==> src/rtl/sr_serial_tx.sv <==
// Serial transmitter feeding a downstream parallel-load shift register.
// Accepts a word on valid/ready and emits it MSB-first on sl_out or LSB-first on sr_out.
module sr_serial_tx #(
    parameter int W  = 8,
    parameter int CW = 4
) (
    input  logic         clk,
    input  logic         rst,
    input  logic [W-1:0] din,
    input  logic         dir,
    input  logic         load_valid,
    output logic         load_ready,
    input  logic         abort,
    output logic         sl_out,
    output logic         sr_out,
    output logic [2:0]   mode,
    output logic         busy,
    output logic         done
);

    typedef enum logic [1:0] {
        IDLE,
        SHIFT,
        DONE
    } state_t;

    localparam logic [2:0]    MODE_HOLD = 3'b000;
    localparam logic [2:0]    MODE_SL   = 3'b010;
    localparam logic [2:0]    MODE_SR   = 3'b011;
    localparam logic [CW-1:0] CNT_INIT  = CW'(W);

    state_t        state;
    logic [W-1:0]  shreg;
    logic [CW-1:0] cnt;
    logic          dir_q;

    assign load_ready = (state == IDLE);

    // abort is harmless in IDLE (everything is already at rest) and must block an accept there
    always_ff @(posedge clk) begin
        if (rst || abort) begin
            state  <= IDLE;
            shreg  <= '0;
            cnt    <= '0;
            dir_q  <= 1'b0;
            sl_out <= 1'b0;
            sr_out <= 1'b0;
            mode   <= MODE_HOLD;
            busy   <= 1'b0;
            done   <= 1'b0;
        end else begin
            case (state)
                IDLE: begin
                    done <= 1'b0;
                    if (load_valid) begin
                        state  <= SHIFT;
                        shreg  <= din;
                        dir_q  <= dir;
                        cnt    <= CNT_INIT;
                        busy   <= 1'b1;
                        mode   <= dir ? MODE_SR : MODE_SL;
                        sl_out <= ~dir & din[W-1];
                        sr_out <= dir & din[0];
                    end
                end

                // The last bit has been on the wire for a full cycle when cnt reaches 1
                SHIFT: begin
                    if (cnt == {{(CW-1){1'b0}}, 1'b1}) begin
                        state  <= DONE;
                        cnt    <= '0;
                        done   <= 1'b1;
                        busy   <= 1'b0;
                        mode   <= MODE_HOLD;
                        sl_out <= 1'b0;
                        sr_out <= 1'b0;
                    end else begin
                        cnt <= cnt - 1'b1;
                        if (dir_q) begin
                            shreg  <= shreg >> 1;
                            sr_out <= shreg[1];
                            sl_out <= 1'b0;
                        end else begin
                            shreg  <= shreg << 1;
                            sl_out <= shreg[W-2];
                            sr_out <= 1'b0;
                        end
                    end
                end

                DONE: begin
                    state <= IDLE;
                    done  <= 1'b0;
                end

                default: begin
                    state <= IDLE;
                end
            endcase
        end
    end

endmodule
==> config.mk <==
export PLATFORM = sky130hd
export DESIGN_NAME = sr_serial_tx
export DESIGN_NICKNAME = d
export VERILOG_FILES = /design/src/rtl/sr_serial_tx.sv
export SDC_FILE = /design/constraint.sdc
export NUM_CORES = 1
export LEC_CHECK = 0
export CORE_UTILIZATION = 53
export DETAILED_ROUTE_END_ITERATION = 8
export GPL_ROUTABILITY_DRIVEN = 1
export GPL_TIMING_DRIVEN = 1
export PLACE_DENSITY_LB_ADDON = 0.08
export REMOVE_ABC_BUFFERS = 1
export SYNTH_ARGS = -nofsm -noshare
export SYNTH_HDL_FRONTEND = slang
export SYNTH_SLANG_ARGS = --single-unit
==> constraint.sdc <==
create_clock -name clk -period 2.4 [get_ports clk]
set_input_delay 0.72 -clock clk [delete_from_list [all_inputs] [get_ports clk]]
set_output_delay 0.72 -clock clk [all_outputs]
set_load 0.1 [all_outputs]
; ---- Word level (Yosys, flattened, before mapping)
; Cells that the tools add are included.
[word_totals]
in_bits = 13
output_inout_bits = 8
regBits = 22
wordCells = 57
[classes]
bitwise = 3
add_sub_neg = 1
eq_ne = 6
muxes = 27
n_reduce_logical = 11
[ops]
columns = cell, count
row1 = 8-bit 2-to-1 mux, 3
row2 = 8-bit case mux with 2 select lines, 1
row3 = 1-bit 2-to-1 mux, 10
row4 = 4-bit 2-to-1 mux, 2
row5 = 1-bit case mux with 2 select lines, 4
row6 = 4-bit case mux with 2 select lines, 1
row7 = 2-bit AND reduction, 4
row8 = 3-bit 2-to-1 mux, 2
row9 = 2-bit inequality test (second input constant), 3
row10 = 3-bit case mux with 2 select lines, 1
row11 = 3-bit AND reduction, 2
row12 = 4-bit by 1-bit == test with 1-bit output (second input constant), 1
row13 = 2-bit 2-to-1 mux, 2
row14 = 2-bit case mux with 2 select lines, 1
row15 = 2-bit nonzero test, 2
row16 = 4-bit by 1-bit subtractor with 4-bit output (second input constant), 1
row17 = 1-bit bitwise AND, 2
row18 = 2-bit by 1-bit == test with 1-bit output (second input constant), 1
row19 = 2-bit == test (second input constant), 1
row20 = 2-bit zero test, 1
row21 = 2-bit OR reduction, 1
row22 = 1-bit logical OR, 1
row23 = 1-bit NOT, 1

; ---- Longest topological paths before layout
; Gate-level depths: netlist (run 1).
[logic_depth]
ltp_word = 4
mapped_depth = 6
depth_no_buf = 5

; ---- Least setup slack after synthesis (run 1)
; OpenSTA, ideal clock, no wires.
[synth_timing]
path_kind = register to output
from = register state[0]
to = output load_ready
t_arrival_ps = 1763
path_stages_with_launch = 3
required_ps = 1680
n_path_buf = 1
setup_slack_ps = -83
path_cell_list = dfxtp_1 > buf_4 > nor2_1
[synth_via]
elab_chain_cells = 1
[synth_lines]
columns = element, line_no
row1 = start: declaration, 32  ; state_t state;
row2 = start signal: assignment, 42  ; state <= IDLE;
row3 = start signal: assignment, 56  ; state <= SHIFT;
row4 = start signal: assignment, 70  ; state <= DONE;
row5 = 2-bit zero test, 37  ; assign load_ready = (state == IDLE);
row6 = end: declaration, 12  ; output logic load_ready,
; No other way between the ends.

; ---- Final worst setup path (run 1)
; Ends and elaborated chain as after synthesis.

==> metrics, run 1 <==
Final Slew Violations=0; worst reg-to-reg path cell count=3; Setup-failing EPs final=0; number of I/O pins=21; CP Capture Type=output pin; diode count=0; Post-Syn Area=1030 µm²; Reg clk slew, reported paths=0.11 ns; routed length on met1=1.07 mm; PostCTS Resize Cnt=0; clock share of power=0.245; P_int=456 µW; cell count after synthesis=118; # H-tree levels=1; Critical Path AT=1.28 ns; worst skew pair latency=0.30 ns; chip height=46.1 µm; Critical-path top delay cell=dfxtp_1; Slew HR=0.631; Met3 Routed Length=59 µm; worst path required time=1.68 ns; top cells by area, synth=dfxtp_1 39%, a21oi_1 6.3%, a211oi_1 5.8%; chip width=46.1 µm; Fin. Hold Viols=0; critical path launch point type=flop; combinational fraction of design power=0.207; Yosys top cell by area=dfxtp_1; worst stage delay on the critical path=0.61 ns; sequential share of power=0.547; DR WL/cell=14.0 µm; top sig layer=met4; synthesized area per cell=8.74 µm²; CTS Hold Bufs=0; Nets=148; Iteration-0 DRC Markers=27; sw frac=0.301; initial antenna violation count=0; first-pass GRT wire length=3.50 mm; status=finished, final reports clean; Area Overhead vs Synth=18.7%; Num CTS Buffers=3; Post-DP HPWL=1.57 mm; Root Driver=clkbuf_4; Antenna Nets Post-Route=0; final wirelength=2.19 mm; register area share after synthesis=0.388; Core Region=1780 µm²; CP Class=reg2out; Syn. warnings=0; number of remaining DRC errors=0; cell area power density=533 nW/µm²; Netlist cell types=38; met2 wire length=1.01 mm; Die ar.=2130 µm²; Worst-Margin Slew=0.553 ns; Sequential cell area=400 µm²; vias in the first global route=779; layout cell share with drive strength beyond 1=0.145; RSZ-0062 raised after global routing=no; hold depth=2; top-area cell type share of the netlist area=0.388; Clock Sinks=20; final RePlAce weighted congestion=0.788; Fillers=141; P_leak=0.000459 µW; VDD IR max=0.342 mV; Initial DRT Pass Iterations=4; area of the multi-input gates=566 µm²; maximum root-to-sink buffer count=2; CTS tree=built; Worst Path Max Fanout=13; MaxCap Viol Count=0; Max Freq=0.499 GHz; cells along the critical path=nor2_1 -> buf_12; Total Power=652 µW; Overflow after GRT=0; Rows=15; GRT Util Overall=0.230; switching power=196 µW; Worst Skew=0.00101 ns; largest net degree at the start of global routing=16; count of input and output buffers=19; Hold Path Class=reg2reg; Tcrit/Tclk final=0.835; worst hold margin=0.499 ns; Vias=925; Vias/cell=5.93; Yosys reg bits=20; initial core utilization=0.578; setup repair bufs after CTS=0; Tmin final=2.00 ns
-- registers in the layout, summed over array words and instances (netlist names) --
name    flops
sl_out      1
sr_out      1
cnt         4
dir_q       1
mode        2
done        1
state       2
shreg       8
-- critical path, delay by kind of cell, from the launching register on --
family	cells	cell delay (ns)
and+or+nand+nor	1	0.16
buffers and inverters	1	0.20
DFF	1	0.61
-- layout make-up --
type                    count  share of cell area
clock buffers               3              0.0184
inverters                   3             0.00920
multi-input cells          85               0.462
flip-flops and latches     20               0.327
well taps                  25              0.0256
repair buffers             20               0.157
-- synth_stat cells --
master / n
ha_1: 2
nor3_1: 2
nand2b_1: 1
nand2_1: 8
o221a_2: 1
o32ai_1: 6
nand2b_2: 1
a211oi_1: 8
o21ba_4: 1
a32oi_1: 1
buf_1: 1
nand4b_1: 1
o211ai_1: 1
and4bb_2: 1
buf_2: 1
conb_1: 1
a21oi_1: 13
nand4bb_1: 1
nor2b_1: 7
o21bai_1: 1
o211a_1: 1
nor3b_1: 2
nand3_4: 1
dfxtp_1: 20
or2_2: 1
a21o_1: 1
o21a_1: 1
inv_1: 3
o21ai_0: 4
buf_4: 4
and4b_1: 1
nand3_1: 2
or3b_2: 1
clkbuf_1: 4
nor2_1: 10
a21oi_2: 1
a2bb2oi_1: 1
or3b_1: 1
-- cells by family after synthesis --
kind of cell | Yosys count | synth area share
AOI/OAI and AO/OA | 41 | 0.283
adders and majority gates | 2 | 0.0243
buffers and inverters | 13 | 0.0631
DFF | 20 | 0.388
other | 1 | 0.00364
and+or+nand+nor | 41 | 0.238
-- cells in the final DEF (no fill, tap or decap), types with 3 or more instances in the layout --
| cell | Yosys | layout |
|---|---|---|
| clkbuf_4 | 0 | 3 |
| nand2_1 | 8 | 8 |
| a211oi_1 | 8 | 8 |
| nor2_1 | 10 | 10 |
| clkdlybuf4s50_1 | 0 | 12 |
| o21ai_0 | 4 | 4 |
| a21oi_1 | 13 | 13 |
| dfxtp_1 | 20 | 20 |
| nor2b_1 | 7 | 7 |
| inv_1 | 3 | 3 |
| buf_4 | 4 | 7 |
| o32ai_1 | 6 | 6 |
-- per-stage QoR --
stage          area, µm²  instances  TNS [ns]  setup slack, ns   util
6_report            1220        156         0            0.397  0.686
4_1_cts             1220        156         0            0.384  0.686
5_1_grt             1220        156         0            0.313  0.686
2_1_floorplan        977        108   -0.0293          -0.0293      -
3_3_place_gp        1200        153         0            0.326  0.674
3_5_place_dp        1200        153         0            0.296  0.674
-- power by group through the flow --
stage	Sequential, µW	Clock, µW	Combinational (µW)
after CTS	357	165	135
after global routing	359	180	144
after global placement	364	0	133
final	357	160	135
after floorplan	387	0	65.2
after detailed placement	364	0	135
-- per-layer routing --
metal | vias up | track usage
li1 | 456 | -
met1 | 446 | 0.317
met2 | 18 | 0.341
met3 | 5 | 0.0471
met4 | 0 | 0.106
met5 | - | 0
-- path summary, 6_finish.rpt --
| kind | from | endpoint | slack (ns) |
|---|---|---|---|
| hold / removal | shreg[2] | shreg[2] | 0.50 |
| setup reg to reg | state[0] | shreg[6] | 0.78 |
| hold reg to reg | shreg[2] | shreg[2] | 0.50 |
| setup / recovery | state[0] | load_ready | 0.40 |
(Power assumes the default switching activity.)
==> inputs of run 2 (changes only) <==
- CORE_UTILIZATION: 53 -> 45
- clock period: 2.4 -> 1.7 ns (I/O delays scaled with it)
==> run 2 against run 1 <==
Net effect:
- sequential power up 43%
- hold slack about the same
- critical path depth unchanged
- register-to-register slack worse by 0.64 ns
- non-clock buffer count up 6
- clock power up 43%
- clock skew up 0.0087 ns
- critical path type unchanged
- critical endpoint unchanged
- largest cell class unchanged
- highest routed layer is now met3
==> metrics, run 2 (synthesized netlist as in run 1, its figures left out) <==
status=finished, final reports clean; max reg flops=8; CTS tree=built; Tcrit/Tclk final=0.936; Reg clk slew, reported paths=0.12 ns; Met3 Routed Length=88 µm; Die ar.=2490 µm²; Nets=154; Non-Filler Instances=164; CTS Hold Bufs=0; maximum root-to-sink buffer count=2; count of input and output buffers=19; RSZ-0062 raised after global routing=no; Cells after DPL=161; Final Slew Violations=0; Vias/cell=5.71; largest net degree at the start of global routing=16; routed length on met1=1.13 mm; Max Freq=0.629 GHz; number of remaining DRC errors=0; number of I/O pins=21; Iteration-0 DRC Markers=20; DP Area=1320 µm²; met2 wire length=1.17 mm; worst path required time=1.19 ns; Vias=937; top sig layer=met3; Num CTS Buffers=3; largest reg by FF count=shreg; diode count=0; first-pass GRT wire length=4.34 mm; Hold Path Class=reg2reg; GRT Util Overall=0.226; Critical Path AT=1.08 ns; Tmin final=1.59 ns; final RePlAce weighted congestion=0.840; DR WL/cell=14.6 µm; final design utilization=0.657; Post-DP HPWL=1.77 mm; biggest regs=shreg (8), cnt (4); vias in the first global route=940; most frequent cells in the layout=19 x dfxtp_1, 13 x a21oi_1, 12 x clkdlybuf4s50_1, 9 x nor2_1; critical path launch point type=flop; worst hold margin=0.499 ns; VDD IR max=0.395 mV; Worst Path Max Fanout=7; CP Class=reg2out; initial core utilization=0.500; Root Driver=clkbuf_4; P_leak=0.000510 µW; layout cell share with drive strength beyond 1=0.197; # H-tree levels=1; cell area power density=703 nW/µm²; chip width=49.9 µm; Setup-failing EPs final=0; initial antenna violation count=0; Core Region=2060 µm²; Fin. Hold Viols=0; Total Power=952 µW; Design Area, Final=1360 µm²; Worst Skew=0.00971 ns; Overflow after GRT=0; MaxCap Viol Count=0; worst skew pair latency=0.30 ns; commonest non-fill, non-tap cell in the layout=dfxtp_1; CP Capture Type=output pin; chip height=49.9 µm; Initial DRT Pass Iterations=4; final wirelength=2.39 mm; Area Overhead vs Synth=31.4%; Antenna Nets Post-Route=0; Rows=16; Clock Sinks=20
[run 2: changes by cell type in the layout (fill, tap and decap cells not counted), sizes merged]
cell	before	now
buf	8	14
[run 2: per-layer routing]
layer  vias up  track usage
li1        468            -
met1       444        0.301
met2        25        0.387
met3         0       0.0309
met4         0       0.0429
met5         -            0
[run 2: final cells by class]
class                           count  area [µm²]
Fill cell                         171         707
Multi-Input combinational cell     85         573
Sequential cell                    20         402
Timing Repair Buffer               26         313
Tap cell                           27        33.8
Clock buffer                        3        22.5
Inverter                            3        11.3
[run 2: stage by stage]
step           setup TNS [ns]  setup WS, ns
2_1_floorplan           -2.56        -0.519
4_1_cts                     0        0.0639
6_report                    0         0.109
3_5_place_dp            -1.26        -0.204
5_1_grt                     0        0.0359
3_3_place_gp           -0.666        -0.156
[run 2: path summary, 6_finish.rpt]
path / start / endpoint / slack [ns] / cells after the start
setup reg to reg: cnt[1] / mode[0] / 0.14 / 5
hold / removal: shreg[1] / shreg[1] / 0.50 / 2
hold reg to reg: shreg[1] / shreg[1] / 0.50 / 2
setup / recovery: state[1] / load_ready / 0.11 / 2
[run 2: critical path, cell delays in order, from the launching register on]
cell	delay [ns]
dfxtp_1	0.42
nor2_4	0.18
buf_12	0.19
[run 2: report_power, final]
group / switching [µW] / internal, µW / leakage (µW) / total [µW]
Combinational: 119 / 96.4 / 0.000333 / 215
Sequential: 22.3 / 486 / 0.000163 / 509
Clock: 146 / 82.5 / 0.0000138 / 228
[run 2: timing repair]
action	4_1_cts	5_1_grt
setup endpoints to repair	1	1
setup buffers	0	0
gates resized for setup	2	1
endpoints found under the hold margin	0	0
==> inputs of run 3 (changes only) <==
- SLEW_MARGIN: default -> 15
==> results of run 3 <==
No change in the layout: final DEF, timing and power equal those of run 2.
